==> src/rtl/q8_24_pkg.sv <==
// Shared Q8.24 fixed-point definitions for the neuron datapath.
package q8_24_pkg;

  localparam int unsigned Q_FRAC  = 24;
  localparam int unsigned Q_WIDTH = 32;

  localparam logic signed [Q_WIDTH-1:0] Q_MAX = 32'sh7FFFFFFF;
  localparam logic signed [Q_WIDTH-1:0] Q_MIN = 32'sh80000000;
  localparam logic signed [Q_WIDTH-1:0] Q_ONE = 32'sh01000000;

  typedef enum logic [1:0] {
    IDLE,
    UPDATE,
    REFRACT
  } lif_state_e;

  // Signed add with clamping to the representable Q8.24 range.
  function automatic logic signed [Q_WIDTH-1:0] sat_add(input logic signed [Q_WIDTH-1:0] a,
                                                         input logic signed [Q_WIDTH-1:0] b);
    logic [Q_WIDTH:0] sum;
    sum = {a[Q_WIDTH-1], a} + {b[Q_WIDTH-1], b};
    // Overflow shows up as a disagreement between the two top bits of the 33-bit sum.
    if (sum[Q_WIDTH] != sum[Q_WIDTH-1]) begin
      return sum[Q_WIDTH] ? Q_MIN : Q_MAX;
    end
    return sum[Q_WIDTH-1:0];
  endfunction

endpackage

==> src/rtl/q8_24_lif_neuron_if.sv <==
// Sample input handshake plus neuron status outputs.
interface q8_24_lif_neuron_if;
  import q8_24_pkg::*;

  logic                      in_valid;
  logic signed [Q_WIDTH-1:0] in_current;
  logic                      in_ready;
  logic                      spike;
  logic signed [Q_WIDTH-1:0] v_mem;
  logic                      refractory;

  // Upstream current source / observer.
  modport master (
    output in_valid,
    output in_current,
    input  in_ready,
    input  spike,
    input  v_mem,
    input  refractory
  );

  // The neuron itself.
  modport slave (
    input  in_valid,
    input  in_current,
    output in_ready,
    output spike,
    output v_mem,
    output refractory
  );

endinterface

==> src/rtl/Q8_24_multiplier.sv <==
// Combinational Q8.24 multiply; truncates toward -inf, no rounding, no saturation.
module Q8_24_multiplier
  import q8_24_pkg::*;
(
  input  logic signed [Q_WIDTH-1:0] a,
  input  logic signed [Q_WIDTH-1:0] b,
  output logic signed [Q_WIDTH-1:0] prod
);

  logic signed [2*Q_WIDTH-1:0] full;
  logic                        unused_bits;

  // Full-precision signed product; both operands sign-extended before multiplying.
  always_comb begin
    full = 64'(a) * 64'(b);
  end

  assign prod = full[Q_FRAC+Q_WIDTH-1:Q_FRAC];

  // Integer overflow bits and sub-LSB fraction are intentionally discarded.
  assign unused_bits = ^{full[2*Q_WIDTH-1:Q_FRAC+Q_WIDTH], full[Q_FRAC-1:0]};

endmodule

==> src/rtl/q8_24_lif_neuron.sv <==
// Leaky integrate-and-fire neuron: v <- sat(LEAK*v + I), spike and refractory on threshold.
module q8_24_lif_neuron
  import q8_24_pkg::*;
#(
  parameter logic signed [31:0] THRESHOLD      = 32'sh01000000,
  parameter logic signed [31:0] V_RESET        = 32'sh00000000,
  parameter logic signed [31:0] LEAK           = 32'sh00F00000,
  parameter int unsigned        REFRACT_CYCLES = 4
) (
  input logic               clk,
  input logic               rst,
  q8_24_lif_neuron_if.slave nif
);

  localparam int unsigned CNT_W = (REFRACT_CYCLES > 0) ? $clog2(REFRACT_CYCLES + 1) : 1;

  lif_state_e                state_q, state_d;
  logic signed [Q_WIDTH-1:0] v_mem_q, v_mem_d;
  logic signed [Q_WIDTH-1:0] i_reg_q, i_reg_d;
  logic                      spike_q, spike_d;
  logic [CNT_W-1:0]          cnt_q, cnt_d;

  logic signed [Q_WIDTH-1:0] leak_prod;
  logic signed [Q_WIDTH-1:0] v_next;
  logic                      ready;
  logic                      xfer;

  Q8_24_multiplier u_mult (
    .a    (v_mem_q),
    .b    (LEAK),
    .prod (leak_prod)
  );

  assign v_next = sat_add(leak_prod, i_reg_q);
  assign ready  = (state_q == IDLE) || (state_q == REFRACT);
  assign xfer   = nif.in_valid && ready;

  // Next-state and datapath update; REFRACT accepts samples but never uses them.
  always_comb begin
    state_d = state_q;
    v_mem_d = v_mem_q;
    i_reg_d = i_reg_q;
    spike_d = 1'b0;
    cnt_d   = cnt_q;
    unique case (state_q)
      IDLE: begin
        if (xfer) begin
          i_reg_d = nif.in_current;
          state_d = UPDATE;
        end
      end
      UPDATE: begin
        if (v_next >= THRESHOLD) begin
          v_mem_d = V_RESET;
          spike_d = 1'b1;
          cnt_d   = CNT_W'(REFRACT_CYCLES);
          state_d = (REFRACT_CYCLES == 0) ? IDLE : REFRACT;
        end else begin
          v_mem_d = v_next;
          state_d = IDLE;
        end
      end
      REFRACT: begin
        v_mem_d = V_RESET;
        cnt_d   = cnt_q - 1'b1;
        if (cnt_q <= CNT_W'(1)) begin
          cnt_d   = '0;
          state_d = IDLE;
        end
      end
      default: begin
        state_d = IDLE;
      end
    endcase
  end

  // State registers with synchronous reset taking priority over any transfer.
  always_ff @(posedge clk) begin
    if (rst) begin
      state_q <= IDLE;
      v_mem_q <= '0;
      i_reg_q <= '0;
      spike_q <= 1'b0;
      cnt_q   <= '0;
    end else begin
      state_q <= state_d;
      v_mem_q <= v_mem_d;
      i_reg_q <= i_reg_d;
      spike_q <= spike_d;
      cnt_q   <= cnt_d;
    end
  end

  assign nif.in_ready   = ready;
  assign nif.spike      = spike_q;
  assign nif.v_mem      = v_mem_q;
  assign nif.refractory = (state_q == REFRACT);

endmodule
==> src/flat_wrapper.sv <==
// flat-port wrapper written by rule: the top's interface ports become plain ports
module q8_24_lif_neuron_flat import q8_24_pkg::*;
#(
  parameter logic signed [31:0] THRESHOLD      = 32'sh01000000,
  parameter logic signed [31:0] V_RESET        = 32'sh00000000,
  parameter logic signed [31:0] LEAK           = 32'sh00F00000,
  parameter int unsigned        REFRACT_CYCLES = 4
)
  (clk, rst, nif_in_valid, nif_in_current, nif_in_ready, nif_spike, nif_v_mem, nif_refractory);
  q8_24_lif_neuron_if nif_i ();
  input logic clk;
  input logic rst;
  input wire logic [$bits(nif_i.in_valid)-1:0] nif_in_valid;
  input wire logic [$bits(nif_i.in_current)-1:0] nif_in_current;
  output wire logic [$bits(nif_i.in_ready)-1:0] nif_in_ready;
  output wire logic [$bits(nif_i.spike)-1:0] nif_spike;
  output wire logic [$bits(nif_i.v_mem)-1:0] nif_v_mem;
  output wire logic [$bits(nif_i.refractory)-1:0] nif_refractory;
  assign nif_i.in_valid = nif_in_valid;
  assign nif_i.in_current = nif_in_current;
  assign nif_in_ready = nif_i.in_ready;
  assign nif_spike = nif_i.spike;
  assign nif_v_mem = nif_i.v_mem;
  assign nif_refractory = nif_i.refractory;
  q8_24_lif_neuron #(.THRESHOLD(THRESHOLD), .V_RESET(V_RESET), .LEAK(LEAK), .REFRACT_CYCLES(REFRACT_CYCLES)) u_core (.clk(clk), .rst(rst), .nif(nif_i));
endmodule
==> config.mk <==
export PLATFORM = sky130hd
export DESIGN_NAME = q8_24_lif_neuron_flat
export DESIGN_NICKNAME = d
export VERILOG_FILES = /design/src/rtl/q8_24_pkg.sv /design/src/rtl/q8_24_lif_neuron_if.sv /design/src/rtl/Q8_24_multiplier.sv /design/src/rtl/q8_24_lif_neuron.sv /design/src/flat_wrapper.sv
export SDC_FILE = /design/constraint.sdc
export NUM_CORES = 1
export LEC_CHECK = 0
export CORE_MARGIN = 2
export CORE_UTILIZATION = 37
export DETAILED_ROUTE_END_ITERATION = 12
export SLEW_MARGIN = 20
export SYNTH_ARGS = -nofsm -noshare
export SYNTH_HDL_FRONTEND = slang
export SYNTH_HIERARCHICAL = 1
export SYNTH_SLANG_ARGS = --single-unit
==> constraint.sdc <==
create_clock -name clk -period 22.8 [get_ports clk]
set_clock_uncertainty 0.2 [all_clocks]
set_input_delay 6.84 -clock clk [delete_from_list [all_inputs] [get_ports clk]]
set_output_delay 6.84 -clock clk [all_outputs]
set_load 0.01 [all_outputs]
==> impl_metrics.py, run 1 <==
metrics = {
    "global_routing": {
        "first_global_vias": 29276,
        "overflow": 0,
        "grt_usage_pct": 21.45,
        "grt_max_degree": 44,
        "grt_antenna_before_repair": 13,
        "grt_pass1_wl_mm": 167.9,
    },
    "synthesis": {
        "async_flop_share_pct": 0,
        "postSynthAreaPerCell_sq_um": 9.036,
        "synthAdderAreaFrac_pct": 59.82,
        "synth_top_family_by_area": "adder cells",
        "synth_edf_count": 0,
        "synth_area_leaders": "fa_1 53%, inv_1 9.3%, and2_1 7.6%",
        "synth.area.mux_share_pct": 0.1109,
        "synthXorXnorAreaFrac_pct": 2.069,
        "synth_flop_cell": "dfxtp_1",
        "yosys.area.top_type": "fa_1",
        "syn_inst": 4122,
        "syn_area_sq_um": 37250,
        "synth_top_area_share_pct": 52.83,
        "synth_compound_area_share_pct": 5.858,
        "seq_area_frac_synth_pct": 3.762,
        "synth-simple-area-share_pct": 16.76,
        "synth_cell_types": 78,
        "ys_warn_count": 6,
        "ys_seq_elements": 70,
    },
    "sta": {
        "fin_crit_sh_pct": 50.95,
        "tns_ns": 0,
        "period_needed_ns": 11.62,
        "setup_viol": 0,
        "relSlewSlack_pct": 30.48,
        "max_freq_ghz": 0.08608,
        "finalHoldViolations": 0,
        "holdWs_ns": 0.2552,
        "tightest_slew_ns": 1.042,
        "rsz0062_at_grt": "false",
        "slew_viol_final": 0,
    },
    "setup_path": {
        "r2r-start": "u_core/nif.v_mem[10]",
        "cp.arrival_ns": 11.67,
        "crit_required_ns": 22.85,
        "r2r_slack_ns": 11.18,
        "critPathMostFrequentCell": "fa_1",
        "cp_max_fo": 28,
        "rr_endpoint": "u_core/nif.v_mem[1]",
        "start_kind": "flop",
        "reg2reg_depth": 33,
        "crit_type": "flop to flop",
        "cp_slowest_stage_delay_ns": 0.89,
        "setup.worst_path.end_class": "flop",
        "cp_slowest_cell": "dfxtp_1",
    },
    "floorplan": {
        "io_pins": 70,
        "die_area_sq_um": 103200,
        "dieWidth_um": 321.3,
        "die_h_um": 321.3,
        "rows": 116,
        "start_util_pct": 37.25,
        "core_area_sq_um": 100000,
    },
    "cts": {
        "max-clock-path-buffers": 2,
        "tritoncts": "done",
        "cts_inserted_buffers": 9,
        "post_cts_buffers": 0,
        "cts_htree_levels": 3,
        "clk_pin_slew_worst_paths_ns": 0.06,
        "hold_buffers": 0,
        "cts.repair.resized": 0,
        "cts_root_buf": "clkbuf_16",
        "insertion_delay_ns": 0.34,
        "clkSinkCount": 70,
    },
    "route": {
        "drtPass1Iterations": 5,
        "totalWireLength_mm": 106.7,
        "drc": 0,
        "top_layer": "met5",
        "avgRoutedWirePerCell_um": 19.45,
        "wl_met2_mm": 53.61,
        "wl_met3_mm": 6.952,
        "via_count": 27160,
        "viasPerCell": 4.953,
        "drt.antenna.violating_nets": 0,
        "met1Wirelength_mm": 42.35,
        "drt_iter0_drc": 1722,
    },
    "layout": {
        "num-nets-final": 5406,
        "mostFrequentLayoutCells": "983 x fa_1, 924 x inv_1, 675 x nand2_1, 454 x and2_1, 208 x ha_1",
        "final_common_cell": "fa_1",
        "area_growth_pct": 7.310,
        "drive_gt1_share_pct": 2.628,
    },
    "min_path": {
        "hold_end": "u_core/nif.v_mem[21]",
        "worst_hold_startpoint": "u_core/nif.v_mem[21]",
        "hold_depth": 2,
        "hold_path.class": "flop to flop",
    },
    "power_and_ir_drop": {
        "leakagePower_uw": 0.01937,
        "power_density_nw_per_um2": 123.1,
        "ir_worst_vdd_mv": 0.2467,
    },
    "status": {
        "status": "completed",
    },
    "flow_run": {
        "maxCapViolations": 0,
    },
    "placement": {
        "finalWeightedCongestion": 0.9533,
        "hpwl_mm": 88.71,
        "port_buffers": 69,
    },
}
-- per-layer routing --
metal  vias to the layer above  global-route usage (%)
li1                      11988                       -
met4                        10                   6.241
met3                       161                   3.450
met2                       886                   37.23
met5                         -                       0
met1                     14115                   27.54
-- synth_stat cells (4+ instances only) --
master / n
nor3_1: 13
o31ai_1: 7
and2_1: 455
nor2_1: 66
clkbuf_1: 204
xor2_1: 32
o2111ai_1: 5
o21bai_1: 9
ha_1: 208
o21ai_1: 7
nor2b_1: 10
or2_2: 4
nand2_1: 676
o21ai_2: 23
nor4_1: 6
a31oi_1: 5
o21ai_0: 42
nand3_1: 11
xnor2_1: 56
dfxtp_1: 70
nand4_1: 16
a21oi_1: 137
o211ai_1: 18
buf_2: 8
or3_1: 5
a21oi_2: 4
and3_1: 5
o21a_1: 7
a21o_1: 24
a211oi_1: 10
inv_1: 924
fa_1: 983
nand2b_1: 9
-- power breakdown --
group          internal (uW)  total, uW  switching (uW)
sequential               137        147            9.73
combinational           1730       4610            2880
clock                    107        165            57.4
total                   1970       4920            2940
-- per-stage QoR --
step	power, uW	std cells	utilization [%]	worst slack (ns)	area [sq um]
after detailed placement	4634	5467	39.62	11.25	39620
after CTS	4826	5483	39.96	11.19	39960
after floorplan	3651	4277	-	13.03	37830
after global placement	4628	5467	39.62	11.50	39620
after global routing	5461	5484	39.97	10.40	39970
final	4919	5484	39.97	11.18	39970
-- worst max-delay path by stage --
stage | startpoint | to | slack [ns] | cells after the start
3_3_place_gp | u_core/nif.v_mem[10] | u_core/nif.v_mem[1] | 11.50 | 33
2_1_floorplan | u_core/nif.v_mem[7] | u_core/cnt_q[2] | 13.03 | 37
4_1_cts | u_core/nif.v_mem[10] | u_core/nif.v_mem[1] | 11.19 | 33
3_5_place_dp | u_core/nif.v_mem[10] | u_core/nif.v_mem[1] | 11.25 | 33
5_1_grt | u_core/nif.v_mem[10] | u_core/nif.v_mem[1] | 10.40 | 33
6_report | u_core/nif.v_mem[10] | u_core/nif.v_mem[1] | 11.18 | 33
-- worst max-delay path, delay by kind of cell (launching register included) --
kind | cells | cell delay, ns
adders and majority gates | 10 | 4.49
DFF | 1 | 0.89
xor gates and xnor gates | 2 | 0.30
and+or+nand+nor | 7 | 1.84
buffers and inverters | 3 | 0.55
AOI/OAI and AO/OA | 11 | 3.21
-- layout make-up --
type	instances	area [sq um]
clock buffers	9	225.2
repair buffers	110	998.5
diodes	1	2.502
flip-flops and latches	70	1401
multi-input cells	3065	32130
well taps	1298	1624
clock inverters	7	120.1
fillers	10180	60030
inverters	924	3468
-- logic make-up (layout without fill, tap and decap cells) --
family	Yosys count	count (layout)
muxes	4	4
AOI/OAI and AO/OA	334	334
other	2	158
and+or+nand+nor	1291	1291
DFF	70	70
buffers and inverters	1142	1050
xor gates and xnor gates	88	88
adders and majority gates	1191	1191
-- flip-flops by register name, summed over array words and instances (netlist names) --
register	cells
u_core/state_q	2
u_core/i_reg_q	32
u_core/cnt_q	3
u_core/nif.spike	1
u_core/nif.v_mem	32
No activity file was read; power rests on OpenSTA's default activity.
==> run 2: changes to the inputs <==
==> constraint.sdc (replaced) <==
create_clock -name clk -period 11.2 [get_ports clk]
set_clock_uncertainty 0.2 [all_clocks]
set_input_delay 3.36 -clock clk [delete_from_list [all_inputs] [get_ports clk]]
set_output_delay 3.36 -clock clk [all_outputs]
set_load 0.01 [all_outputs]
==> run 2 against run 1 <==
Effect of this change:
- critical path depth up 1
- non-clock buffer count up 24
- via count about the same
- critical path type unchanged
==> impl_metrics.py, run 2 (synthesis gave the netlist of run 1 again) <==
metrics = {
    "setup_path": {
        "start_kind": "flop",
        "cp.arrival_ns": 10.79,
        "setup.worst_path.end_class": "flop",
        "crit_family": "adder cells",
        "cp_slowest_stage_delay_ns": 0.56,
        "worst-path-buf-inv": 5,
        "cp_max_fo": 18,
        "crit_type": "flop to flop",
        "cp_slowest_cell": "fa_1",
        "critPathMostFrequentCell": "fa_1",
        "crit_required_ns": 11.26,
    },
    "sta": {
        "worst_slack_ns": 0.4668,
        "relSlewSlack_pct": 47.58,
        "rsz0062_at_grt": "false",
        "max_freq_ghz": 0.09317,
        "tns_ns": 0,
        "fin_crit_sh_pct": 95.83,
        "finalHoldViolations": 0,
        "period_needed_ns": 10.73,
        "setup_viol": 0,
        "holdWs_ns": 0.2614,
        "tightest_slew_ns": 0.7863,
        "slew_viol_final": 0,
    },
    "floorplan": {
        "core_area_sq_um": 100000,
        "start_util_pct": 37.25,
        "io_pins": 70,
        "dieWidth_um": 321.3,
        "die_area_sq_um": 103200,
        "die_h_um": 321.3,
        "rows": 116,
    },
    "route": {
        "drtPass1Iterations": 5,
        "viasPerCell": 4.927,
        "via_count": 27140,
        "avgRoutedWirePerCell_um": 20.00,
        "drt.antenna.violating_nets": 0,
        "totalWireLength_mm": 110.1,
        "drt_iter0_drc": 1560,
        "drc": 0,
    },
    "global_routing": {
        "first_global_vias": 29451,
        "grt_pass1_wl_mm": 171.7,
        "grt_antenna_before_repair": 8,
        "grt_max_degree": 44,
        "overflow": 0,
        "grt_usage_pct": 22.11,
    },
    "power_and_ir_drop": {
        "leakagePower_uw": 0.01948,
        "power_density_nw_per_um2": 259.5,
        "ir_worst_vdd_mv": 0.5865,
    },
    "placement": {
        "finalWeightedCongestion": 0.9398,
        "post-place-ws_ns": 0.3117,
        "hpwl_mm": 93.52,
        "dp.cells": 5490,
        "port_buffers": 69,
    },
    "cts": {
        "cts_root_buf": "clkbuf_16",
        "cts_htree_levels": 3,
        "hold_buffers": 0,
        "max-clock-path-buffers": 2,
        "clkSinkCount": 70,
        "insertion_delay_ns": 0.38,
        "clk_pin_slew_worst_paths_ns": 0.06,
        "cts_inserted_buffers": 9,
        "tritoncts": "done",
    },
    "status": {
        "status": "completed",
    },
    "layout": {
        "regArea_sq_um": 1403,
        "drive_gt1_share_pct": 3.231,
        "num-nets-final": 5430,
        "multi_input_area_sq_um": 32140,
        "stdcell_count": 5508,
        "final_common_cell": "fa_1",
        "mostFrequentLayoutCells": "983 x fa_1, 924 x inv_1, 675 x nand2_1, 454 x and2_1, 208 x ha_1",
        "nFillCells": 10059,
        "area_growth_pct": 7.793,
    },
    "flow_run": {
        "maxCapViolations": 0,
    },
    "min_path": {
        "hold_path.class": "flop to flop",
    },
}
run 2: cell count changes in the layout (fill, tap and decap cells not counted), sizes merged:
cell	before	now
buf	41	65
clkbuf	9	11
bufinv	3	2
inv	925	924
run 2: where the power goes:
group          switching [uW]  internal (uW)
logic                    6130           3650
registers                28.5            279
clock network             125            207
total                    6280           4140
run 2: worst register-to-register path, delay by kind of cell (launching register included):
kind | cells | cell delay [ns]
buf+inv | 5 | 0.42
simple gates | 7 | 1.60
compound gates | 10 | 3.07
fa+ha+maj | 10 | 4.70
flops | 1 | 0.34
xor+xnor | 2 | 0.29
run 2: final timing paths:
check / startpoint / end / slack, ns / cells past startpoint
setup / recovery: u_core/nif.v_mem[7] / u_core/nif.v_mem[10] / 0.47 / 34
hold / removal: u_core/i_reg_q[11] / u_core/i_reg_q[11] / 0.26 / 2
setup reg to reg: u_core/nif.v_mem[7] / u_core/nif.v_mem[10] / 0.47 / 34
hold reg to reg: u_core/i_reg_q[11] / u_core/i_reg_q[11] / 0.26 / 2
run 2: per-layer routing:
| layer | vias up | share of wire, % | GRT usage (%) |
|---|---|---|---|
| li1 | 12057 | - | - |
| met1 | 14148 | 40 | 27.98 |
| met2 | 770 | 50 | 38.32 |
| met3 | 165 | 5.8 | 3.337 |
| met4 | 0 | 4.2 | 7.913 |
| met5 | - | 0 | 0 |
run 2: cell type report:
cell class | instances | share of cell area, %
clock inverter | 5 | 0.2026
inverter | 924 | 8.638
antenna | 1 | 0.006233
tap | 1298 | 4.045
timing repair buffer | 134 | 2.936
sequential | 70 | 3.493
multi-input combinational | 3065 | 80.05
clock buffer | 11 | 0.6295
run 2: what timing repair did:
action / 4_1_cts / 5_1_grt
setup buffers: 0 / 1
resized for setup: 0 / 5
hold endpoints to repair: 0 / 0
setup endpoints to repair: 0 / 31
run 2: stage by stage:
| stage | instance area, sq um | power, uW | utilization (%) |
|---|---|---|---|
| floorplan | 37830 | 7433 | - |
| global placement | 39780 | 9765 | 39.78 |
| detailed placement | 39780 | 9748 | 39.78 |
| CTS | 40120 | 10150 | 40.12 |
| global route | 40150 | 11470 | 40.15 |
| finish | 40150 | 10420 | 40.15 |
==> run 3: changes to the inputs <==
--- a/config.mk
+++ b/config.mk
@@ -5,9 +5,11 @@
 export SDC_FILE = /design/constraint.sdc
 export NUM_CORES = 1
 export LEC_CHECK = 0
+export CAP_MARGIN = 20
 export CORE_MARGIN = 2
 export CORE_UTILIZATION = 37
 export DETAILED_ROUTE_END_ITERATION = 12
+export PLACE_DENSITY_LB_ADDON = 0.05
 export SLEW_MARGIN = 20
 export SYNTH_ARGS = -nofsm -noshare
 export SYNTH_HDL_FRONTEND = slang
==> run 3 against run 2 <==
Effect of this change:
- combinational power grew 7%
- utilization is 0.051 points higher
- register-to-register slack improved by 0.02 ns
- sequential share of layout area about the same
- sequential cell count unchanged
- count of clock-buffer cells in the layout down 1
- critical endpoint is now u_core/nif.v_mem[21]
- critical path type unchanged
- die area unchanged
- hold slack worse by 0.00085 ns
- largest cell class unchanged
- first-iteration DRC count down 17%
==> impl_metrics.py, run 3 (synthesis gave the netlist of run 1 again) <==
metrics = {
    "layout": {
        "stdcell_count": 5525,
        "mostFrequentLayoutCells": "983 x fa_1, 924 x inv_1, 676 x nand2_1, 454 x and2_1, 208 x ha_1",
        "stdcell_area_sq_um": 40200,
        "final_common_cell": "fa_1",
        "nFillCells": 10284,
        "area_growth_pct": 7.931,
        "multi_input_area_sq_um": 32120,
        "num-nets-final": 5441,
        "drive_gt1_share_pct": 3.437,
        "regArea_sq_um": 1405,
        "fin_util_pct": 40.20,
    },
    "cts": {
        "hold_buffers": 0,
        "cts_inserted_buffers": 9,
        "max-clock-path-buffers": 2,
        "post_cts_buffers": 0,
        "tritoncts": "done",
        "clk_pin_slew_worst_paths_ns": 0.06,
        "cts_root_buf": "clkbuf_16",
        "cts_htree_levels": 3,
        "insertion_delay_ns": 0.39,
        "clkSinkCount": 70,
        "cts.repair.resized": 0,
    },
    "route": {
        "drc": 0,
        "drtPass1Iterations": 5,
        "drt.antenna.violating_nets": 0,
        "drt_iter0_drc": 1291,
        "viasPerCell": 4.871,
        "totalWireLength_mm": 125.0,
        "avgRoutedWirePerCell_um": 22.62,
        "via_count": 26912,
    },
    "flow_run": {
        "maxCapViolations": 0,
    },
    "global_routing": {
        "first_global_vias": 29640,
        "grt_antenna_before_repair": 13,
        "grt_usage_pct": 25.29,
        "overflow": 0,
        "grt_max_degree": 44,
        "grt_pass1_wl_mm": 190.5,
    },
    "floorplan": {
        "rows": 116,
        "dieWidth_um": 321.3,
        "die_h_um": 321.3,
        "start_util_pct": 37.25,
        "core_area_sq_um": 100000,
        "io_pins": 70,
        "die_area_sq_um": 103200,
    },
    "setup_path": {
        "cp_max_fo": 22,
        "setup.worst_path.end_class": "flop",
        "crit_type": "flop to flop",
        "crit_required_ns": 11.31,
        "cp_slowest_cell": "fa_1",
        "critPathMostFrequentCell": "fa_1",
        "cp.arrival_ns": 10.83,
        "start_kind": "flop",
        "cp_slowest_stage_delay_ns": 0.57,
    },
    "sta": {
        "fin_crit_sh_pct": 95.70,
        "max_freq_ghz": 0.09330,
        "setup_viol": 0,
        "finalHoldViolations": 0,
        "period_needed_ns": 10.72,
        "rsz0062_at_grt": "false",
        "slew_viol_final": 0,
        "tns_ns": 0,
        "relSlewSlack_pct": 35.51,
        "tightest_slew_ns": 0.9673,
        "holdWs_ns": 0.2605,
    },
    "placement": {
        "postPlaceCellArea_sq_um": 39880,
        "dp.cells": 5502,
        "finalWeightedCongestion": 0.8749,
        "port_buffers": 69,
        "hpwl_mm": 105.6,
    },
    "status": {
        "status": "completed",
    },
    "power_and_ir_drop": {
        "ir_worst_vdd_mv": 0.4473,
        "power_density_nw_per_um2": 277.8,
        "leakagePower_uw": 0.01952,
    },
    "min_path": {
        "hold_path.class": "flop to flop",
    },
}
[run 3: cell types whose count changed in the layout (fill, tap and decap cells not counted), moves of 2 or more]
cell and delta:
dfxtp_1 -2, dfxtp_2 +2, diode_2 +7, buf_4 +11
[run 3: power by group]
part / internal, uW / switching [uW]
logic: 3890 / 6660
clock network: 178 / 135
registers: 279 / 27.8
[run 3: path summary, 6_finish.rpt]
path | cells after the start | endpoint | slack, ns | startpoint
worst max-delay path | 36 | u_core/nif.v_mem[21] | 0.48 | u_core/nif.v_mem[7]
worst min-delay path | 2 | u_core/i_reg_q[4] | 0.26 | u_core/i_reg_q[4]
worst max register to register | 36 | u_core/nif.v_mem[21] | 0.48 | u_core/nif.v_mem[7]
worst min register to register | 2 | u_core/i_reg_q[4] | 0.26 | u_core/i_reg_q[4]
[run 3: through the flow]
stage               setup slack, ns  power (uW)
floorplan                     1.427        7433
global placement             0.6674       10700
detailed placement           0.5714       10640
CTS                          0.5490       11020
global route               0.003508       12160
finish                       0.4820       11170
[run 3: cell type report]
class / instances / share of cell area, %
clock buffer: 10 / 0.5945
inverter: 924 / 8.627
sequential: 70 / 3.495
timing repair buffer: 145 / 3.137
tap: 1298 / 4.040
clock inverter: 5 / 0.1463
multi-input combinational: 3065 / 79.91
antenna: 8 / 0.04980
[run 3: critical path, delay by kind of cell, from the launching register on]
| family | cells | cell delay (ns) |
|---|---|---|
| adders and majority gates | 10 | 4.53 |
| AOI/OAI and AO/OA | 11 | 2.90 |
| and+or+nand+nor | 7 | 1.70 |
| buffers and inverters | 6 | 0.68 |
| DFF | 1 | 0.32 |
| xor gates and xnor gates | 2 | 0.27 |
[run 3: metal layers]
| layer | share of wire (%) | up-vias | track usage (%) |
|---|---|---|---|
| met5 | 0.016 | - | 0 |
| met4 | 3.4 | 2 | 7.674 |
| met3 | 2.5 | 106 | 1.543 |
| met2 | 54 | 466 | 47.02 |
| met1 | 41 | 14269 | 31.33 |
| li1 | - | 12069 | - |
